<file path="config.mk">
export PLATFORM = sky130hd
export DESIGN_NAME = mult_div
export DESIGN_NICKNAME = d
export VERILOG_FILES = /design/src/rtl/mult_div.sv
export SDC_FILE = /design/constraint.sdc
export NUM_CORES = 1
export LEC_CHECK = 0
export CORE_UTILIZATION = 30
export DETAILED_ROUTE_END_ITERATION = 8
export SYNTH_ARGS = -nofsm -noshare
export SYNTH_HDL_FRONTEND = slang
export SYNTH_SLANG_ARGS = --single-unit
</file>
<file path="constraint.sdc">
create_clock -name clk -period 5.3 [get_ports clk]
set_input_delay 1.06 -clock clk [delete_from_list [all_inputs] [get_ports clk]]
set_output_delay 1.06 -clock clk [all_outputs]
set_load 0.005 [all_outputs]
</file>
<file path="src/rtl/mult_div.sv">
// Iterative signed 32x32 multiplier (radix-2 Booth) and signed divider (restoring on magnitudes).
// One operation at a time; results land in hi/lo on the edge that enters DONE.
module mult_div (
  input  logic        clk,
  input  logic        reset,
  input  logic        start,
  input  logic        op,
  input  logic [31:0] a,
  input  logic [31:0] b,
  output logic [31:0] hi,
  output logic [31:0] lo,
  output logic        busy,
  output logic        done,
  output logic        div_zero
);

  typedef enum logic [1:0] {IDLE, MULT, DIV, DONE} state_t;

  state_t      state_q, state_d;
  logic [4:0]  cnt_q, cnt_d;
  logic [32:0] accHi_q, accHi_d;
  logic [31:0] accLo_q, accLo_d;
  logic [32:0] mcand_q, mcand_d;
  logic        bit_q, bit_d;
  logic        negQ_q, negQ_d;
  logic        negR_q, negR_d;
  logic        dz_q, dz_d;
  logic [31:0] hi_q, hi_d;
  logic [31:0] lo_q, lo_d;

  logic [32:0] mulSum;
  logic [32:0] remSh;
  logic [33:0] diff;
  logic [32:0] stepHi;
  logic [31:0] stepLo;
  logic        stepBit;
  logic [31:0] aAbs, bAbs;
  logic [31:0] quotOut, remOut;

  // One iteration of whichever algorithm is running. The 33-bit upper half keeps
  // Booth's add/subtract of 0x80000000 from overflowing before the arithmetic shift.
  always_comb begin
    mulSum = accHi_q;
    case ({accLo_q[0], bit_q})
      2'b01:   mulSum = accHi_q + mcand_q;
      2'b10:   mulSum = accHi_q - mcand_q;
      default: mulSum = accHi_q;
    endcase
    remSh = {accHi_q[31:0], accLo_q[31]};
    diff  = {1'b0, remSh} - {1'b0, mcand_q};
    if (state_q == MULT) begin
      stepHi  = {mulSum[32], mulSum[32:1]};
      stepLo  = {mulSum[0], accLo_q[31:1]};
      stepBit = accLo_q[0];
    end else begin
      stepBit = 1'b0;
      if (!diff[33]) begin
        stepHi = diff[32:0];
        stepLo = {accLo_q[30:0], 1'b1};
      end else begin
        stepHi = remSh;
        stepLo = {accLo_q[30:0], 1'b0};
      end
    end
    aAbs    = a[31] ? (32'd0 - a) : a;
    bAbs    = b[31] ? (32'd0 - b) : b;
    quotOut = negQ_q ? (32'd0 - stepLo) : stepLo;
    remOut  = negR_q ? (32'd0 - stepHi[31:0]) : stepHi[31:0];
  end

  // Next-state and register updates; start is only looked at in IDLE.
  always_comb begin
    state_d = state_q;
    cnt_d   = cnt_q;
    accHi_d = accHi_q;
    accLo_d = accLo_q;
    mcand_d = mcand_q;
    bit_d   = bit_q;
    negQ_d  = negQ_q;
    negR_d  = negR_q;
    dz_d    = dz_q;
    hi_d    = hi_q;
    lo_d    = lo_q;
    case (state_q)
      IDLE: begin
        if (start) begin
          cnt_d   = 5'd0;
          accHi_d = 33'd0;
          bit_d   = 1'b0;
          dz_d    = 1'b0;
          if (!op) begin
            accLo_d = a;
            mcand_d = {b[31], b};
            state_d = MULT;
          end else if (b == 32'd0) begin
            dz_d    = 1'b1;
            state_d = DONE;
          end else begin
            accLo_d = aAbs;
            mcand_d = {1'b0, bAbs};
            negQ_d  = a[31] ^ b[31];
            negR_d  = a[31];
            state_d = DIV;
          end
        end
      end
      MULT, DIV: begin
        accHi_d = stepHi;
        accLo_d = stepLo;
        bit_d   = stepBit;
        cnt_d   = cnt_q + 5'd1;
        if (cnt_q == 5'd31) begin
          state_d = DONE;
          if (state_q == MULT) begin
            hi_d = stepHi[31:0];
            lo_d = stepLo;
          end else begin
            hi_d = remOut;
            lo_d = quotOut;
          end
        end
      end
      DONE: begin
        dz_d    = 1'b0;
        state_d = IDLE;
      end
      default: state_d = IDLE;
    endcase
  end

  always_ff @(posedge clk or negedge reset) begin
    if (!reset) begin
      state_q <= IDLE;
      cnt_q   <= 5'd0;
      accHi_q <= 33'd0;
      accLo_q <= 32'd0;
      mcand_q <= 33'd0;
      bit_q   <= 1'b0;
      negQ_q  <= 1'b0;
      negR_q  <= 1'b0;
      dz_q    <= 1'b0;
      hi_q    <= 32'd0;
      lo_q    <= 32'd0;
    end else begin
      state_q <= state_d;
      cnt_q   <= cnt_d;
      accHi_q <= accHi_d;
      accLo_q <= accLo_d;
      mcand_q <= mcand_d;
      bit_q   <= bit_d;
      negQ_q  <= negQ_d;
      negR_q  <= negR_d;
      dz_q    <= dz_d;
      hi_q    <= hi_d;
      lo_q    <= lo_d;
    end
  end

  assign hi       = hi_q;
  assign lo       = lo_q;
  assign busy     = (state_q != IDLE);
  assign done     = (state_q == DONE);
  assign div_zero = (state_q == DONE) && dz_q;

endmodule
</file>
Word-level counts from Yosys, hierarchy flattened
Cells that the tools add are included. W data, S select, Z words.

Shifts and indexed selects: 0. Div/mod/pow operators: 0. Bitwise gates (word level): 2. Multipliers: 0. Order comparisons: 0. Muxes and demuxes: 33. Add/subtract/negate cells: 8. Eq/ne operators: 10. Reduce and logical (&&, ||, !) cells: 14.

Operator list (count): $mux W32 (10); $mux W33 (5); $pmux W33 S2 (2); $sub A1 B32 Y32 const A (4); $pmux W32 S2 (1); $sub A33 B33 Y34 (1); $add A33 B33 Y33 (1); $sub A33 B33 Y33 (1); $logic_not A32 Y1 (1); $pmux W5 S2 (1); $reduce_and A2 Y1 (4); $mux W1 (7); $eq A2 B2 Y1 const B (3); $mux W2 (3); $ne A2 B2 Y1 const B (3); $pmux W2 S3 (1); $reduce_and A3 Y1 (2); $reduce_bool A2 Y1 (3); $add A5 B1 Y5 const B (1); $eq A5 B5 Y1 const B (1); $mux W5 (1); $eq A2 B1 Y1 const B (2); $pmux W1 S2 (2); $reduce_and A4 Y1 (1); other kinds (6) (6).

Flip-flop bits (word level): 173. ROM bits: 0. Memories kept: 0. Output and inout port bits: 67. Memory bits (writable): 0. Bits in latches: 0.

Logic depth before layout (Yosys ltp)
Gate-level depths: netlist of the first run.

Depth in word-level cells: 6. Mapped depth: 22. Depth with buffers taken out: 20.

Worst setup path after synthesis of the first run
Ideal clock, no wire load.

Path kind: register to register. Start: reg mcand_q[1]. End: reg hi_q[31] (netlist: hi[31]). Data required time: 5173 ps. Buffers on the path: 2. Data arrival time: 5035 ps. Cell stages (with the launch flop): 22. Path slack: 139 ps. Cells stage by stage: dfrtp_1 > inv_1 > ha_1 > and3_1 > nor3b_1 > and3_1 > clkbuf_1 > a21oi_1 > xnor2_1 > ha_1 > clkbuf_1 > a21oi_1 > o21ai_0 > a2111oi_0 > o311a_1 > a31oi_1 > a221oi_1 > o311ai_1 > or3_1 > nor4_1 > mux2i_1 > nand3_1.

Cells in the longest elaborated chain, start to end: 6.

Ends and longest elaborated chain: start, declared (line 23) `logic [32:0] mcand_q, mcand_d;`; start signal, assigned (line 149) `mcand_q <= mcand_d;`; $sub A33 B33 Y33 (tied with other cells) (line 46) `2'b10: mulSum = accHi_q - mcand_q;`; $pmux W33 S2 or $mux W33 (tied branches) (line 44, 57); $mux W33 (*) (line 51) `if (state_q == MULT) begin`; $sub A1 B32 Y32 (line 68) `remOut = negR_q ? (32'd0 - stepHi[31:0]) : stepHi[31:0];`; $mux W32 (line 68); $mux W32 (*) (line 114) `if (state_q == MULT) begin`; end signal, assigned (line 154) `hi_q <= hi_d;`; end, declared (line 28) `logic [31:0] hi_q, hi_d;`.

Mark *: on every way between the ends. The rest lies on a longest branch, timed or not. A chain may end at the register's enable or synchronous reset.

Worst setup path in the final report of the first run
Start: reg mcand_q[12]. End: reg hi_q[31] (netlist: hi[31]).

The elaborated chain is that of the path after synthesis.

==> impl_results.md, run 1 <==
* Layout cells sized above 1 at 0.111
* TritonCTS buffer count at 17
* CP max-delay cell: a21oi_4
* PortBufs at approximately 130
* Cell Area, Synth at ~0.016 mm2
* Hpwl dp at 45600 um
* Largest net degree at the start of global routing at 96
* Status: completed
* Synth area leaders: dfrtp_1 (27%), o21ai_0 (6.7%), nand2_1 (6.5%)
* All-Layer GR Usage at 0.220
* Initial antenna violation count at 0
* Die area at ~0.054 mm2
* Area of the multi-input gates at ~0.011 mm2
* N_diodes at 0
* Worst-path clk slew at ~0.08 ns
* Data arrival, critical path at 5.38 ns
* Worst slew pin tran at ~1.2 ns
* Crit Path Category: flip-flop to flip-flop
* #FFs+latches synth at between 150 and 200
* Worst min path class: flip-flop to flip-flop
* Yosys cell types at 99
* Post-synthesis async set-or-reset flop share at 1.00
* Yosys warning count at 0
* Crit Path Max Fanout at 20
* Final Hold Fails at 0
* Number of global-route vias before repair at about 16000
* Root Buffer: clkbuf_16
* Kind of start point of the critical path: flip-flop
* Final Setup Violations at 0
* TritonRoute pass-1 iters at 5
* Mapped Cells at 2038
* RSZ-0062 raised after global routing: yes
* Clock sink total at ~170
* Core Area at around 0.052 mm2
* Crit-path cells: inv_1 -> ha_1 -> a21oi_1 -> o21ai_0 -> a21oi_2 -> nand3_1 -> a21oi_4 -> o311ai_0 -> a221oi_2 -> o311ai_2 -> or3_4 -> nor4_4 -> mux2i_1 -> nand3_1
* Fin nets at approximately 2400
* Worst path max stage delay at ~0.68 ns
* Final WL at between 50000 and 60000 um
* Largest area contributor in the netlist: dfrtp_1
* Worst-case clock buffer depth at 2
* Gpl congestion at slightly above 0.9
* Number of remaining DRC errors at 0
* WHS Path Cells at 2
* Most used cell, CP: nand3_1
* Worst Path Required at around 5.7 ns
* Post-route clock period utilization at 0.945
* Fillers at about 5400
* FMAX at between 150 and 200 MHz
* Top FF cell, synth: dfrtp_1
* First-pass GRT wire length at approximately 90000 um
* Place WS at approximately 0.093 ns
* Share of the synthesized area in the top cell type at 0.274
* EDFF count, synth at 0
* Critical Path End Type: flip-flop
* Die Width at around 230 um
* Slew headroom at 0.175
* Worst Skew at ~0.022 ns
* Post-route ant nets at 0
* Worst-Skew Late Latency at around 0.5 ns
* Global route overflow at 0
* Seq/Total Area, Yosys at 0.274
* Area Overhead vs Synth at 22.4%
* R2r setup slk at approximately 0.29 ns
* Register area at 0.00433 mm2
* Initial Utilization at 0.306
* Vias per cell at roughly 5.5
* Minimum clock period at 5.01 ns
* Slew Viols, Final at 0
* Per-cell routed wire length at ~20 um
* CTS H-tree depth at 4
* Number of max-cap violations at 0
* Floorplan row count at 83
* R2R cell count at 14
* 1st-iter DRT viols at about 1200
* Routed via count at 15961
* Die Y at 232 um
* Syn nets at 2184
* Fin worst setup slack at 0.294 ns
* Avg Cell Area, Syn at between 7 and 8 um2
* TritonCTS clock tree: done
* I/O pin count at between 100 and 150
critical path: cells and delay by family, from the launching register on:
family	cells	cell delay, ns
simple gates	4	1.04
fa+ha+maj	1	0.39
buf+inv	1	0.13
compound gates	7	2.69
flops	1	0.41
mux	1	0.22
logic make-up (layout without fill, tap and decap cells):
group                      after synthesis  in the layout  share of synthesized area
AOI/OAI and AO/OA                      688            688                      0.280
xor gates and xnor gates               184            184                      0.102
adders and majority gates               78             78                     0.0626
buffers and inverters                  182            373                     0.0462
DFF                                    173            173                      0.274
muxes                                   58             58                     0.0377
and+or+nand+nor                        675            675                      0.197
registers in the layout (all words and copies together), names as in the netlist:
signal   flops
dz_q         1
lo          32
hi          32
negQ_q       1
bit_q        1
state_q      2
accHi_q     33
negR_q       1
mcand_q     33
cnt_q        5
accLo_q     32
through the flow:
stage | hold WS, ns | instances | TNS (ns) | utilization | area [um2]
6_report | 0.485 | 2909 | 0 | 0.374 | 19400
5_1_grt | 0.513 | 2909 | -0.0491 | 0.374 | 19400
4_1_cts | 0.489 | 2906 | 0 | 0.372 | 19200
3_5_place_dp | 0.467 | 2874 | 0 | 0.360 | 18600
3_3_place_gp | 0.462 | 2874 | 0 | 0.360 | 18600
2_1_floorplan | 0.450 | 2038 | 0 | - | 15800
Yosys cell counts, types with 10 or more instances:
library cell / number
mux2_2: 12
and2_1: 15
ha_1: 76
o21a_1: 19
o211ai_1: 26
or4_1: 10
a21oi_1: 168
xor2_1: 75
nor2b_1: 12
inv_1: 74
a22o_1: 13
o41ai_1: 11
buf_1: 10
nor4_1: 20
o21ai_0: 211
nand2_1: 274
nor2_1: 164
nand2b_1: 17
clkbuf_1: 71
nand4_1: 14
xnor2_1: 109
a21o_1: 36
dfrtp_1: 173
buf_2: 20
nand3_1: 35
and3_1: 15
or3_1: 17
mux2i_1: 46
a211oi_1: 16
nor3_1: 47
a31oi_1: 36
a41oi_1: 10
o31ai_1: 29
layout by cell type, fill, tap and decap left out, types with 14 or more instances in the layout:
cell type,n
mux2i_1,46
nand2_1,273
nand2b_1,17
o21ai_0,209
nand4_1,14
and3_1,14
nor2_1,164
dfrtp_1,173
a21o_1,36
buf_4,127
a21oi_1,164
xor2_1,75
nor4_1,18
inv_1,73
nand3_1,35
xnor2_1,109
clkdlybuf4s50_1,133
a31oi_1,36
o211ai_1,26
or3_1,16
and2_1,15
o21a_1,19
nor3_1,46
o31ai_1,28
clkbuf_16,17
ha_1,74
timing repair:
action,4_1_cts,5_1_grt
setup buffers,0,3
setup endpoints to repair,0,17
hold buffers,0,0
gates resized for setup,0,27
final timing paths:
| kind | start | to |
|---|---|---|
| setup reg to reg | mcand_q[12]$_DFFE_PN0P_ | hi[31]$_DFFE_PN0P_ |
| min in group asynchronous | reset | cnt_q[0]$_DFFE_PN0P_ |
| hold / removal | bit_q$_DFFE_PN0P_ | bit_q$_DFFE_PN0P_ |
| max in group asynchronous | reset | mcand_q[12]$_DFFE_PN0P_ |
| setup / recovery | mcand_q[12]$_DFFE_PN0P_ | hi[31]$_DFFE_PN0P_ |
| hold reg to reg | bit_q$_DFFE_PN0P_ | bit_q$_DFFE_PN0P_ |
per-layer routing:
layer	track usage	vias up	routed length, um
met5	0	-	0
met4	0.0650	0	1160
met3	0.0411	46	3660
met2	0.346	469	26200
met1	0.304	7700	27500
li1	-	7746	-
area by class of cell:
class,count,area share
Multi-Input combinational cell,1683,0.564
Sequential cell,173,0.224
Clock inverter,13,0.00905
Inverter,76,0.0147
Clock buffer,19,0.0224
Timing Repair Buffer,265,0.123
Tap cell,680,0.0439
Power of run 1 is not shown: default switching activity piles up to over one toggle a cycle in this logic, so the estimate is an artifact.
==> inputs of run 2 (changes only) <==
--- a/config.mk
+++ b/config.mk
@@ -5,6 +5,7 @@
 export SDC_FILE = /design/constraint.sdc
 export NUM_CORES = 1
 export LEC_CHECK = 0
+export ABC_CLOCK_PERIOD_IN_PS = 5300
 export CORE_UTILIZATION = 30
 export DETAILED_ROUTE_END_ITERATION = 8
 export SYNTH_ARGS = -nofsm -noshare
==> results of run 2 <==
No change in the layout: final DEF, timing and power equal those of run 1.
Power of run 2 is left out for the same reason.
==> inputs of run 3 (changes only) <==
--- a/config.mk
+++ b/config.mk
@@ -8,6 +8,7 @@
 export ABC_CLOCK_PERIOD_IN_PS = 5300
 export CORE_UTILIZATION = 30
 export DETAILED_ROUTE_END_ITERATION = 8
+export SLEW_MARGIN = 15
 export SYNTH_ARGS = -nofsm -noshare
 export SYNTH_HDL_FRONTEND = slang
 export SYNTH_SLANG_ARGS = --single-unit
==> results of run 3 <==
No change in the layout: final DEF, timing and power equal those of run 1.
Power of run 3 is left out for the same reason.
